### src/rtl/mux_pkg.sv
// mux_pkg
// Shared definitions for the registered N-way multiplexer slice:
//   - mode encodings for the 'mode' input (static select vs round-robin)
//   - state encoding of the one-deep output register
//   - clog2 helper for tools without a usable $clog2
package mux_pkg;

  localparam logic MODE_STATIC = 1'b0;
  localparam logic MODE_RR     = 1'b1;

  // The output register is either holding nothing or holding one item.
  typedef enum logic {
    ST_EMPTY = 1'b0,
    ST_FULL  = 1'b1
  } out_state_t;

  // Ceiling log2. Kept as a fallback for flows whose elaborator lacks $clog2.
  function automatic int clog2(input int n);
    int r;
    r = 0;
    while ((1 << r) < n) r++;
    return r;
  endfunction

endpackage

### src/rtl/rr_arbiter.sv
// rr_arbiter
// Fair round-robin arbiter. The search starts one past the last winner and
// wraps modulo CHANNELS, so the most recent winner has the lowest priority.
// Purely combinational; the caller owns and updates the pointer.
// Ports:
//   req   in  CHANNELS  request vector
//   ptr   in  SEL_W     index of the last winner
//   grant out CHANNELS  one-hot grant, zero when nothing requests
//   idx   out SEL_W     encoded index of the granted channel (0 when none)
module rr_arbiter
  import mux_pkg::*;
#(
  parameter  int CHANNELS = 4,
  localparam int SEL_W    = $clog2(CHANNELS)
) (
  input  logic [CHANNELS-1:0] req,
  input  logic [SEL_W-1:0]    ptr,
  output logic [CHANNELS-1:0] grant,
  output logic [SEL_W-1:0]    idx
);

  // Walk the channels starting at ptr+1; the first requester wins. The
  // offset k runs to CHANNELS so that ptr itself is considered last.
  always_comb begin
    logic found;
    int   c;
    grant = '0;
    idx   = '0;
    found = 1'b0;
    c     = 0;
    for (int k = 1; k <= CHANNELS; k++) begin
      c = (int'(ptr) + k) % CHANNELS;
      if (!found && req[c]) begin
        found    = 1'b1;
        grant[c] = 1'b1;
        idx      = SEL_W'(c);
      end
    end
  end

endmodule

### src/rtl/mux_nway_reg.sv
// mux_nway_reg
// Registered N-channel multiplexer with valid/ready on every input and on the
// output. One input is chosen per transfer, either by an explicit select
// (static mode) or by round-robin among requesters, and the chosen item is
// held in a one-deep output register that supports full throughput.
//
// Build option: define MUX_NWAY_RR_EN to build the round-robin arbiter and
// rr_ptr and to honour 'mode'. Without it 'mode' is ignored and the block is
// always static.
//
// Ports:
//   clk        in  1                rising-edge clock
//   rst_n      in  1                synchronous active-low reset
//   in_data    in  CHANNELS*WIDTH   channel i at [i*WIDTH +: WIDTH]
//   in_valid   in  CHANNELS         per-channel request
//   in_ready   out CHANNELS         per-channel accept, one-hot or zero
//   mode       in  1                MODE_STATIC / MODE_RR
//   sel        in  SEL_W            channel used in static mode
//   out_data   out WIDTH            held data
//   out_chan   out SEL_W            channel the held data came from
//   out_valid  out 1                output register full
//   out_ready  in  1                downstream accept
module mux_nway_reg
  import mux_pkg::*;
#(
  parameter  int WIDTH    = 2,
  parameter  int CHANNELS = 4,
  localparam int SEL_W    = $clog2(CHANNELS)
) (
  input  logic                      clk,
  input  logic                      rst_n,
  input  logic [CHANNELS*WIDTH-1:0] in_data,
  input  logic [CHANNELS-1:0]       in_valid,
  output logic [CHANNELS-1:0]       in_ready,
  input  logic                      mode,
  input  logic [SEL_W-1:0]          sel,
  output logic [WIDTH-1:0]          out_data,
  output logic [SEL_W-1:0]          out_chan,
  output logic                      out_valid,
  input  logic                      out_ready
);

  out_state_t          state;
  logic [CHANNELS-1:0] static_oh;
  logic [SEL_W-1:0]    static_idx;
  logic [CHANNELS-1:0] grant_oh;
  logic [SEL_W-1:0]    grant_idx;
  logic [WIDTH-1:0]    grant_data;
  logic                can_load;
  logic                xfer;

  // Static grant: matching sel against every legal index means an
  // out-of-range sel (non power-of-two CHANNELS) simply matches nothing.
  always_comb begin
    static_oh  = '0;
    static_idx = '0;
    for (int i = 0; i < CHANNELS; i++) begin
      if (sel == SEL_W'(i) && in_valid[i]) begin
        static_oh[i] = 1'b1;
        static_idx   = SEL_W'(i);
      end
    end
  end

`ifdef MUX_NWAY_RR_EN
  logic [SEL_W-1:0]    rr_ptr;
  logic [CHANNELS-1:0] rr_oh;
  logic [SEL_W-1:0]    rr_idx;

  rr_arbiter #(
    .CHANNELS (CHANNELS)
  ) u_rr_arbiter (
    .req   (in_valid),
    .ptr   (rr_ptr),
    .grant (rr_oh),
    .idx   (rr_idx)
  );

  always_comb begin
    grant_oh  = static_oh;
    grant_idx = static_idx;
    if (mode == MODE_RR) begin
      grant_oh  = rr_oh;
      grant_idx = rr_idx;
    end
  end

  // The pointer only follows round-robin transfers, so static traffic
  // does not disturb fairness. Reset value makes the first search start at 0.
  always_ff @(posedge clk) begin
    if (!rst_n) begin
      rr_ptr <= SEL_W'(CHANNELS - 1);
    end else if (xfer && mode == MODE_RR) begin
      rr_ptr <= rr_idx;
    end
  end
`else
  logic unused_mode;
  assign unused_mode = mode;
  assign grant_oh    = static_oh;
  assign grant_idx   = static_idx;
`endif

  // Pick the granted channel's data; zero when nothing is granted.
  always_comb begin
    grant_data = '0;
    for (int i = 0; i < CHANNELS; i++) begin
      if (grant_oh[i]) grant_data = in_data[i*WIDTH +: WIDTH];
    end
  end

  // Accept when the register is empty or is being drained this cycle.
  // Nothing is accepted while reset is asserted.
  assign can_load  = (state == ST_EMPTY) || out_ready;
  assign in_ready  = (rst_n && can_load) ? grant_oh : '0;
  assign xfer      = |in_ready;
  assign out_valid = (state == ST_FULL);

  // Output register. A load wins over a drain, which keeps the register
  // full on simultaneous drain+load and gives one transfer per cycle.
  always_ff @(posedge clk) begin
    if (!rst_n) begin
      state    <= ST_EMPTY;
      out_data <= '0;
      out_chan <= '0;
    end else if (xfer) begin
      state    <= ST_FULL;
      out_data <= grant_data;
      out_chan <= grant_idx;
    end else if (out_ready) begin
      state    <= ST_EMPTY;
    end
  end

endmodule

### config.mk
export PLATFORM = sky130hd
export DESIGN_NAME = mux_nway_reg
export DESIGN_NICKNAME = d
export VERILOG_FILES = /design/src/rtl/mux_pkg.sv /design/src/rtl/rr_arbiter.sv /design/src/rtl/mux_nway_reg.sv
export SDC_FILE = /design/constraint.sdc
export NUM_CORES = 1
export LEC_CHECK = 0
export CORE_AREA = 2 2 39 41
export DETAILED_ROUTE_END_ITERATION = 12
export DIE_AREA = 0 0 41 43
export HOLD_SLACK_MARGIN = 0.1
export PLACE_DENSITY = 0.69
export SETUP_SLACK_MARGIN = 0.1
export SKIP_CTS_REPAIR_TIMING = 1
export SYNTH_ARGS = -nofsm -noshare
export SYNTH_HDL_FRONTEND = slang
export SYNTH_HIERARCHICAL = 1
export SYNTH_SLANG_ARGS = --single-unit
### constraint.sdc
create_clock -name clk -period 1.43 [get_ports clk]
set_input_delay 0.2145 -clock clk [delete_from_list [all_inputs] [get_ports clk]]
set_output_delay 0.2145 -clock clk [all_outputs]
set_load 0.01 [all_outputs]
==> metrics.json <==
{
  "outcome": {
    "run_status": "complete, no violations"
  },
  "sta": {
    "worst_hold_slack_ps": 311,
    "clock.fmax_mhz": 743,
    "rsz0062_at_grt": "yes",
    "setup_viol": 0,
    "timing.slew.headroom": 0.827,
    "post-route-min-period_ps": 1350,
    "tightest_slew_ps": 258,
    "drv_slew": 0,
    "timing.clock.skew_ps": 1.91,
    "final_min_period_over_clock_period": 0.941,
    "final-hold-violation-count": 0,
    "finalWorstSetupSlack_ps": 83.7
  },
  "routing": {
    "detailroute.wirelength.met3_um": 78,
    "post-route-drc-count": 0,
    "drt_iter0_drc": 4,
    "drt_wl_total_um": 1270,
    "number_of_detailed_route_iterations_in_the_first_pass": 2,
    "routed_via_density": 5.00,
    "ant_nets": 0,
    "routedWlPerCell_um": 13.3,
    "met1Wirelength_um": 492,
    "topRoutingLayerUsed": "met3",
    "vias": 475,
    "wl_met2_um": 695
  },
  "die": {
    "floorplan.die_area_um2": 1760,
    "die_width_um": 41,
    "io_pins": 27,
    "dieHeight_um": 43,
    "initial_utilization": 0.280,
    "area_inside_the_core_boundary_um2": 1380,
    "std_cell_rows": 14
  },
  "critical_path": {
    "timing_worst_setup_path_type": "reg -> out",
    "cp.required_ps": 1220,
    "reg2reg_depth": 5,
    "worst-path-max-fanout": 4,
    "series_of_cell_instances_along_the_critical_path": "or2b_4, nand3_2, nor2b_1, buf_2",
    "rr_startpoint": "out_valid$_SDFFE_PN0P_",
    "crit_slowest_cell": "sky130_fd_sc_hd__dfxtp_2",
    "setup.reg_to_reg.worst_slack_ps": 90,
    "element_type_at_the_critical_path_start": "register",
    "timing.critical_path.slowest_cell_delay_ps": 310,
    "cp.arrival_ps": 1130,
    "timing.critical_path.to": "in_ready[2]",
    "worstSetupStartpoint": "out_valid$_SDFFE_PN0P_",
    "worst_r2r_endpoint": "out_chan[0]$_SDFFE_PN0P_",
    "end_kind": "output pin"
  },
  "cells_and_area": {
    "layout.cell_area.non_filler_um2": 773,
    "multiInputGateArea_um2": 292,
    "finish.cell_count_without_fillers": 95,
    "final.fill_count": 135,
    "post_route_cells_drive_above_1_share": 0.367,
    "syn2layout_area_growth_pct": 99.4,
    "seq_cell_area_um2": 101,
    "fin_nets": 98,
    "insertedDiodeCount": 0
  },
  "clock_tree": {
    "cts-root-buf": "sky130_fd_sc_hd__clkbuf_4",
    "insertion_delay_ps": 240,
    "cts.sinks": 5,
    "cts_made_buffers": 3,
    "clk_path_buf_depth": 2,
    "worst_setup_hold_path_clk_slew_ps": 40,
    "cts_tree": "done",
    "cts_max_level": 1
  },
  "place": {
    "hpwl_um": 934,
    "port_buffers": 25,
    "placedInstanceArea_um2": 707,
    "finalWeightedCongestion": 0.689,
    "place_inst": 91,
    "dpl_worst_slack_ps": -437
  },
  "synthesis": {
    "post_synth_instance_area_um2": 388,
    "synth.distinct_cells": 25,
    "synthesized_nets": 61,
    "synthesis.instances": 43,
    "syn_area_per_cell_um2": 9.02,
    "synth-seq-area-share": 0.258,
    "yosys_register_bits": 5,
    "yosys_warnings": 6
  },
  "power": {
    "power-per-cell-area_nw_per_um2": 651,
    "power_switching_share": 0.277,
    "power.combinational.fraction": 0.358,
    "seq_power_share": 0.313,
    "internal_power_mw": 0.364,
    "share_clk_of_total_power": 0.330,
    "switching_power_mw": 0.139,
    "ir_worst_vdd_v": 0.000297,
    "static_leakage_nw": 0.449
  },
  "global_route": {
    "groute.usage.overall": 0.161,
    "maximum_number_of_pins_on_one_net_before_global_route_repair": 8,
    "grt_first_pass_wirelength_um": 1880,
    "vias_in_the_first_global_route": 473,
    "grt_antenna_before_repair": 0,
    "grt_overflow": 0
  },
  "job": {
    "max-cap-violations": 0
  },
  "worst_hold_path": {
    "worst_hold_path_type": "in -> reg"
  }
}
## stage by stage
step | power [mW] | setup TNS, ps | util
4_1_cts | 0.513 | -2270 | 0.530
6_report | 0.504 | 0 | 0.559
2_1_floorplan | 0.232 | 0 | -
3_5_place_dp | 0.336 | -3420 | 0.511
3_3_place_gp | 0.335 | -3310 | 0.511
5_1_grt | 0.540 | 0 | 0.559
## cells by family after synthesis
family                 synth area share
and+or+nand+nor                   0.284
AOI/OAI and AO/OA                 0.268
DFF                               0.258
buffers and inverters            0.0774
muxes                             0.113
## flip-flops by register name, indices dropped and copies added (netlist names)
signal and count:
out_data 2, out_valid 1, out_chan 2
## worst max-delay path: cells and delay by family, from the launching register on
family | cells | cell delay, ps
DFF | 1 | 310
buffers and inverters | 1 | 140
and+or+nand+nor | 3 | 450
## power by group through the flow
stage	Sequential, mW	Combinational, mW	Clock (mW)
final	0.157	0.180	0.166
after global routing	0.158	0.191	0.190
after CTS	0.157	0.179	0.177
after detailed placement	0.160	0.177	0
after global placement	0.160	0.175	0
after floorplan	0.164	0.0683	0
## how the worst min path moves through the flow
stage,to,cells past startpoint,start,slack (ps)
detailed placement,out_chan[0]$_SDFFE_PN0P_,2,out_chan[0]$_SDFFE_PN0P_,450
floorplan,out_valid$_SDFFE_PN0P_,2,out_ready,430
CTS,out_chan[0]$_SDFFE_PN0P_,2,out_chan[0]$_SDFFE_PN0P_,460
global placement,out_chan[0]$_SDFFE_PN0P_,2,out_chan[0]$_SDFFE_PN0P_,440
finish,out_chan[1]$_SDFFE_PN0P_,3,sel[1],310
global route,out_chan[1]$_SDFFE_PN0P_,3,sel[1],320
## layer usage
metal  GRT usage  up-vias
li1            -      236
met1       0.150      222
met2       0.281       17
met3      0.0785        0
met4      0.0600        0
met5           0        -
## synth_stat cells, drive strengths merged
cell    n  area, um^2
and2    1        6.26
nor3    2        10.0
nand2   5        18.8
a311oi  2        17.5
nor2b   2        12.5
buf     2        22.5
a32oi   2        17.5
nor2    1        3.75
clkbuf  1        3.75
and3b   2        17.5
a31o    3        26.3
a21boi  3        22.5
dfxtp   5         100
or2b    1        11.3
mux2    1        11.3
nand2b  1        6.26
mux2i   1        10.0
nand3   2        15.0
o21ai   1        5.00
mux4    1        22.5
or3b    1        8.76
a211oi  2        15.0
inv     1        3.75
## cells in the final DEF (no fill, tap or decap), types with 2 or more instances in the layout
cell type                          n
sky130_fd_sc_hd__a211oi_1          2
sky130_fd_sc_hd__a21boi_1          3
sky130_fd_sc_hd__a31o_1            2
sky130_fd_sc_hd__a32oi_1           2
sky130_fd_sc_hd__and3b_1           2
sky130_fd_sc_hd__buf_2             3
sky130_fd_sc_hd__buf_4            10
sky130_fd_sc_hd__clkbuf_2          2
sky130_fd_sc_hd__clkbuf_4          3
sky130_fd_sc_hd__clkdlybuf4s50_1   8
sky130_fd_sc_hd__dfxtp_1           4
sky130_fd_sc_hd__dlymetal6s2s_1   12
sky130_fd_sc_hd__nand2_1           4
## layout make-up
cell class                 count  area share
tap                           16      0.0259
sequential                     5       0.131
inverter                       1     0.00485
clock buffer                   4      0.0340
timing repair buffer          35       0.427
multi-input combinational     34       0.377
(Power assumes the default switching activity.)
